`config.mk`:
```
export PLATFORM = sky130hd
export DESIGN_NAME = vga_fb_scheduler
export DESIGN_NICKNAME = d
export VERILOG_FILES = /design/src/rtl/vga_fb_pkg.sv /design/src/rtl/vga_fb_unpack.sv /design/src/rtl/vga_fb_scheduler.sv
export SDC_FILE = /design/constraint.sdc
export NUM_CORES = 1
export LEC_CHECK = 0
export ABC_AREA = 1
export CORE_MARGIN = 4
export CORE_UTILIZATION = 42
export DETAILED_ROUTE_END_ITERATION = 16
export GPL_TIMING_DRIVEN = 1
export HOLD_SLACK_MARGIN = 0.02
export MAX_ROUTING_LAYER = met4
export PLACE_DENSITY = 0.82
export SYNTH_ARGS = -nofsm -noshare
export SYNTH_HDL_FRONTEND = slang
export SYNTH_SLANG_ARGS = --single-unit
```
`constraint.sdc`:
```
create_clock -name vga_clk -period 3.64 [get_ports vga_clk]
set_input_delay 0.728 -clock vga_clk [delete_from_list [all_inputs] [get_ports vga_clk]]
set_output_delay 0.728 -clock vga_clk [all_outputs]
set_load 0.02 [all_outputs]
```
`src/rtl/vga_fb_pkg.sv`:
```
// Shared constants and types for the VGA frame-buffer scheduler.
// The frame memory holds 640x480 8-bit pixels packed four per 32-bit word.
package vga_fb_pkg;

  localparam int unsigned          ADDR_W         = 17;
  localparam logic [ADDR_W-1:0]    FB_WORDS       = 17'd76800;
  localparam int unsigned          WORDS_PER_LINE = 160;

  typedef enum logic {
    ST_IDLE  = 1'b0,
    ST_CLEAR = 1'b1
  } state_t;

endpackage

```
`src/rtl/vga_fb_unpack.sv`:
```
// Captures one 4-pixel memory word after each display fetch and emits its
// pixels in order, blanking the output for non-visible coordinates.
module vga_fb_unpack (
  input  logic        clk,
  input  logic        rst_n,
  input  logic        i_disp_slot,
  input  logic        i_visible,
  input  logic [31:0] i_rdata,
  output logic [7:0]  o_pix
);

  logic        r_load;
  logic        r_vis;
  logic [23:0] r_shift;

  // NOTE: every register here uses <= so all of them update from the same
  // pre-edge values; blocking assignments would let r_shift see the new r_load.
  always_ff @(posedge clk or negedge rst_n) begin
    if (!rst_n) begin
      r_load  <= 1'b0;
      r_vis   <= 1'b0;
      r_shift <= '0;
    end else begin
      r_load <= i_disp_slot;
      r_vis  <= i_visible;
      if (r_load) begin
        r_shift <= i_rdata[31:8];
      end else begin
        r_shift <= {8'h00, r_shift[23:8]};
      end
    end
  end

  // Pixel 0 comes straight from the memory's output register so that it
  // lands one cycle after its coordinate; pixels 1..3 come from r_shift.
  assign o_pix = !r_vis ? 8'h00 : (r_load ? i_rdata[7:0] : r_shift[7:0]);

endmodule

```
`src/rtl/vga_fb_scheduler.sv`:
```
// Arbitrates the single-port frame memory between display fetch (never
// stalled), the frame-clear engine and the host pixel writer.
module vga_fb_scheduler
  import vga_fb_pkg::*;
#(
  parameter int H_ACTIVE = 640,
  parameter int V_ACTIVE = 480
) (
  input  logic              vga_clk,
  input  logic              reset_n,
  input  logic [10:0]       coor_x,
  input  logic [9:0]        coor_y,
  input  logic              wr_req,
  input  logic [ADDR_W-1:0] wr_addr,
  input  logic [31:0]       wr_data,
  input  logic [3:0]        wr_be,
  output logic              wr_ack,
  input  logic              clr_start,
  input  logic [7:0]        clr_color,
  output logic              clr_busy,
  output logic              clr_done,
  output logic [ADDR_W-1:0] mem_addr,
  output logic              mem_we,
  output logic [3:0]        mem_be,
  output logic [31:0]       mem_wdata,
  input  logic [31:0]       mem_rdata,
  output logic [7:0]        pix_data
);

  localparam logic [10:0]       LP_H_ACT  = 11'(H_ACTIVE);
  localparam logic [9:0]        LP_V_ACT  = 10'(V_ACTIVE);
  localparam logic [ADDR_W-1:0] LP_WPL    = ADDR_W'(H_ACTIVE / 4);
  localparam logic [ADDR_W-1:0] LP_FB_LAST = FB_WORDS - 17'd1;

  logic              w_visible;
  logic              w_disp_slot;
  logic              w_clr_wr;
  logic [ADDR_W-1:0] w_disp_addr;

  state_t            r_state;
  logic [ADDR_W-1:0] r_clr_cnt;
  logic [7:0]        r_color;
  logic              r_clr_done;

  assign w_visible   = (coor_x < LP_H_ACT) && (coor_y < LP_V_ACT);
  assign w_disp_slot = w_visible && (coor_x[1:0] == 2'b00);
  assign w_disp_addr = ADDR_W'(coor_y) * LP_WPL + ADDR_W'(coor_x[10:2]);
  assign w_clr_wr    = !w_disp_slot && (r_state == ST_CLEAR);

  // Bus is gated by reset_n directly so every strobe drops the moment reset
  // is asserted, not at the next edge.
  // NOTE: each output gets a default first so no path through this block
  // leaves a signal unassigned, which would otherwise infer a latch.
  always_comb begin
    mem_addr  = '0;
    mem_we    = 1'b0;
    mem_be    = 4'h0;
    mem_wdata = 32'h0;
    wr_ack    = 1'b0;
    if (reset_n) begin
      if (w_disp_slot) begin
        mem_addr = w_disp_addr;
      end else if (r_state == ST_CLEAR) begin
        mem_addr  = r_clr_cnt;
        mem_we    = 1'b1;
        mem_be    = 4'hF;
        mem_wdata = {4{r_color}};
      end else if (wr_req) begin
        wr_ack   = 1'b1;
        mem_addr = wr_addr;
        // Out-of-range writes are acknowledged but never reach memory.
        if (wr_addr < FB_WORDS) begin
          mem_we    = 1'b1;
          mem_be    = wr_be;
          mem_wdata = wr_data;
        end
      end
    end
  end

  always_ff @(posedge vga_clk or negedge reset_n) begin
    if (!reset_n) begin
      r_state    <= ST_IDLE;
      r_clr_cnt  <= '0;
      r_color    <= 8'h00;
      r_clr_done <= 1'b0;
    end else begin
      r_clr_done <= 1'b0;
      case (r_state)
        ST_IDLE: begin
          if (clr_start) begin
            r_state   <= ST_CLEAR;
            r_clr_cnt <= '0;
            r_color   <= clr_color;
          end
        end
        ST_CLEAR: begin
          if (w_clr_wr) begin
            if (r_clr_cnt == LP_FB_LAST) begin
              r_state    <= ST_IDLE;
              r_clr_cnt  <= '0;
              r_clr_done <= 1'b1;
            end else begin
              r_clr_cnt <= r_clr_cnt + 17'd1;
            end
          end
        end
        default: r_state <= ST_IDLE;
      endcase
    end
  end

  assign clr_busy = (r_state == ST_CLEAR);
  assign clr_done = r_clr_done;

  vga_fb_unpack u_unpack (
    .clk         (vga_clk),
    .rst_n       (reset_n),
    .i_disp_slot (w_disp_slot),
    .i_visible   (w_visible),
    .i_rdata     (mem_rdata),
    .o_pix       (pix_data)
  );

endmodule

```
# Word level (Yosys, flattened, before mapping)
# Cells that the tools add are included.
# totals
reg_bits	53
output_inout_bits	65
wordCells	61
input_bits	118
# classes
reduce_logical	7
muxes	37
mul	1
n_lt_le_gt_ge	3
add_sub_neg	2
n_eq_ne	3
bitwise_logic	1
# ops
op	count
two-way mux 32 bit	5
two-way mux 17 bit	7
case mux 17 bit (2 select lines)	1
two-way mux 24 bit	1
two-way mux 4 bit	5
adder 17 x 1 -> 17 bit (second input constant)	1
adder 17 x 9 -> 17 bit	1
equality test 17 bit (second input constant)	1
< comparator 17 bit (second input constant)	1
two-way mux 8 bit	2
two-way mux 1 bit	15
multiplier 10 x 3 -> 12 bit (second input constant)	1
< comparator 11 x 10 -> 1 bit (second input constant)	1
< comparator 10 x 9 -> 1 bit (second input constant)	1
inequality test 2 bit (second input constant)	2
AND reduction 2 bit	2
logical AND 1 bit	3
logical NOT 2 bit	1
case mux 1 bit (2 select lines)	1
logical NOT 1 bit	1
inverter 1 bit	1

# Logic depth before layout (Yosys ltp)
# depth
word_depth	7
mapped_depth	14
mapped_depth_nobuf	14

# Modules after synthesis
# A second synthesis with hierarchy kept.
# unflattened
cells_unflattened	607
hier_area_um2	4129.0
# modules_own_cells
module	cells_each	seq_area_each_um2	instances	area_per_inst_um2
vga_fb_scheduler	470	675.6	1	2997.9
vga_fb_unpack	137	650.6	1	1131.1

# Worst setup path after synthesis
# Ideal clock, no wire load.
# synth_timing
path_kind	input to output
start	input port coor_y[1]
end	output port mem_addr[16]
setup_slack_ps	106
path_buffers	0
path_stages	13
arrival_time_ps	2806
required_ps	2912
path_cell_list	ha_1 > ha_1 > fa_1 > nand2_1 > inv_1 > nand4_1 > nand3_1 > nand3_1 > nor2_1 > nand3_1 > nand2_1 > nor2_1 > nor2_1
# synth_between
elab_chain_cells	5
word_cells_on_any_way	7
classes_between	add/sub: 1; mul: 1; order compare: 1; mux: 2; reduce/logical: 2
# synth_rtl
element	line_no	source
from (decl)	vga_fb_scheduler.sv:12	input logic [9:0] coor_y,
parallel branches: the longest is 3 deep, another holds adder 17 x 9 -> 17 bit	--	
two-way mux 17 bit *	vga_fb_scheduler.sv:61	if (w_disp_slot) begin
two-way mux 17 bit *	vga_fb_scheduler.sv:60	if (reset_n) begin
to (decl)	vga_fb_scheduler.sv:22	output logic [ADDR_W-1:0] mem_addr,
# Every way passes the cells marked *.

# Final worst setup path
# layout_timing
start	input port coor_y[6]
end	output port mem_addr[15]
# The elaborated chain is that of the path after synthesis.

==> metrics.md <==
| Metric | Value |
|---|---|
| WP data arrival | 2.85 ns |
| Worst VDD drop | 0.302 mV |
| Largest net degree at the start of global routing | 51 |
| Post-placement cell area | 6120 sq um |
| Clk sinks | 53 |
| Clk_lat worst skew | 0.31 ns |
| Port bufs | 182 |
| Initial DRC Count | 248 |
| First-pass GRT wire length | 22100 um |
| Reported max-cap violation count | 0 |
| Most frequent cells in the layout | nand2_1 (165), clkdlybuf4s50_1 (118), nor2_1 (76), o21ai_0 (55), dfrtp_1 (53) |
| Mapped Nets | 725 |
| Critical path type | input pin to output pin |
| Worst-path maximum fanout | 5 |
| Status | finished clean |
| Cell area after synthesis | 3910 sq um |
| Via count of the first global-routing pass | 4681 |
| Post-DP HPWL | 11000 um |
| Synth unique cells | 30 |
| Grt ovf | 0 |
| Commonest non-fill, non-tap cell in the layout | nand2_1 |
| Initial antenna violation count | 0 |
| Total Routed Length | 14300 um |
| Avg WL per Cell | 15.8 um |
| CTS buffer count | 5 |
| Syn Inst Count | 584 |
| Die footprint | 10900 sq um |
| FP Rows | 34 |
| Avg Vias per Cell | 5.31 |
| Final setup viols | 0 |
| Top FF cell, synth | dfrtp_1 |
| Layout cells sized above 1 | 0.148 |
| Pre-antenna DRT Iters | 5 |
| Synth warn | 0 |
| Design area | 6450 sq um |
| Detailed-route via count | 4822 |
| Crit path time final | 3.58 ns |
| Seq/Total Area, Yosys | 0.339 |
| Inserted Diodes | 0 |
| Maximum clock path buffer count | 2 |
| Yosys reg bits | 53 |
| Worst Tran Pin Value | 0.684 ns |
| Clk_skew | 0.00915 ns |
| H-tree Lvls | 2 |
| Reg clk slew, reported paths | 0.10 ns |
| Slew Viols, Final | 0 |
| Period utilisation layout | 0.984 |
| Starting density of the core | 0.439 |
| Routed Antenna Nets | 0 |
| DRC | 0 |
| Total leakage power | 0.00335 uW |
| Layout Nets | 940 |
| I/O Pins | 183 |
| WP data required | 2.91 ns |
| Post-synth ARST share | 1.00 |
| Final hold violations | 0 |
| Fmax | 0.279 GHz |
| Synthesized area per cell | 6.69 sq um |
| Die Ht | 104 um |
| Startpoint types | input pin |
| Horiz. Die Dim | 104 um |
| All-Layer GR Usage | 0.253 |
| R2R Setup Slk | 1.81 ns |
| CTS tree | done |
| Synth-to-Final Area Change | 65.0% |
| Power per cell area | 319 nW/um^2 |
| Hold WC Path Type | input pin to asynchronous set/reset pin |
| Final Wtd Congestion | 0.914 |
| Core area | 8890 sq um |
| Post-synth EDFFs | 0 |
| Slew HR | 0.544 |
| Smallest hold slack | 0.276 ns |
| Crit. End Element | output pin |
| Clock Root Buffer | clkbuf_8 |
-- cell type report --
type	instances	area, sq um
tap	108	135
multi-input combinational	451	2550
clock buffer	6	72.6
timing repair buffer	227	2120
inverter	61	233
fill	737	2440
sequential	53	1330
clock inverter	2	13.8
-- stage by stage --
stage	setup TNS (ns)	setup slack [ns]	util	std cells	total power, uW
6_report	0	0.0597	0.725	908	2060
5_1_grt	-0.172	-0.0617	0.725	908	2200
4_1_cts	-0.639	-0.114	0.707	906	2020
3_5_place_dp	-12.06	-0.896	0.688	897	1670
3_3_place_gp	-11.32	-0.809	0.688	897	1640
2_1_floorplan	0	0.106	-	584	1220
-- cells in the mapped netlist (all sizes together) (3+ instances only) --
library cell / count / share of area
a21oi: 15 / 0.019
a22oi: 12 / 0.023
a31oi: 6 / 0.0096
clkbuf: 18 / 0.017
clkinv: 3 / 0.0029
dfrtp: 53 / 0.34
ha: 21 / 0.067
inv: 58 / 0.056
nand2: 172 / 0.17
nand3: 33 / 0.042
nand4: 3 / 0.0048
nor2: 86 / 0.089
nor3: 3 / 0.0051
o21ai: 68 / 0.087
o22ai: 12 / 0.019
xnor2: 4 / 0.0090
xor2: 7 / 0.016
-- repair_timing --
item                                    in CTS  in global routing
setup buffers                                1                  2
pin swaps                                   13                 15
hold buffers                                 0                  0
gates resized for setup                    108                 59
endpoints found under the setup margin      54                 34
-- state kept, by name, summed over array words and instances (netlist names) --
signal and flops:
u_unpack.r_load 1, r_clr_cnt 17, u_unpack.r_shift 24, clr_busy 1
r_color 8, u_unpack.r_vis 1, clr_done 1
-- worst paths after layout --
kind | from | endpoint | cells after the start
setup / recovery | coor_y[6] | mem_addr[15] | 16
hold / removal | reset_n | r_clr_cnt[16] | 1
setup reg to reg | r_clr_cnt[0] | r_clr_cnt[1] | 10
hold reg to reg | u_unpack.r_shift[21] | u_unpack.r_shift[13] | 2
max in group asynchronous | reset_n | u_unpack.r_shift[20] | 2
min in group vga_clk | u_unpack.r_shift[21] | u_unpack.r_shift[13] | 2
-- kinds of logic (layout without fill, tap and decap cells) --
group                      after synthesis  count (layout)  share of synthesized area
AOI/OAI and AO/OA                      118             118                      0.168
xor gates and xnor gates                11              11                     0.0247
adders and majority gates               23              23                     0.0775
buffers and inverters                   80             296                     0.0788
DFF                                     53              53                      0.339
and+or+nand+nor                        299             299                      0.312
-- per-layer routing --
layer / part of all wire / wire length, um / global-route usage
met4: 0.021 / 295 / 0.0437
met2: 0.53 / 7580 / 0.470
met3: 0.066 / 945 / 0.0416
met5: 0 / 0 / -
met1: 0.38 / 5520 / 0.289
-- report_power, final --
group	switching, uW	total [uW]	internal (uW)
Clock	194	331	138
Sequential	100	772	672
Combinational	498	957	459
-- critical path, cell delays in order --
cell and delay, ns:
clkdlybuf4s15_1 0.31, ha_4 0.29, ha_4 0.28, nand2_1 0.07
inv_1 0.08, nand2_1 0.10, nand2_2 0.10, nand2_1 0.07
nand2_2 0.13, nand3_4 0.11, nor2_4 0.13, nand3_1 0.09
nand2_1 0.06, nor2_1 0.04, nor2_1 0.10, buf_4 0.15
No activity file was read; power rests on OpenSTA's default activity.
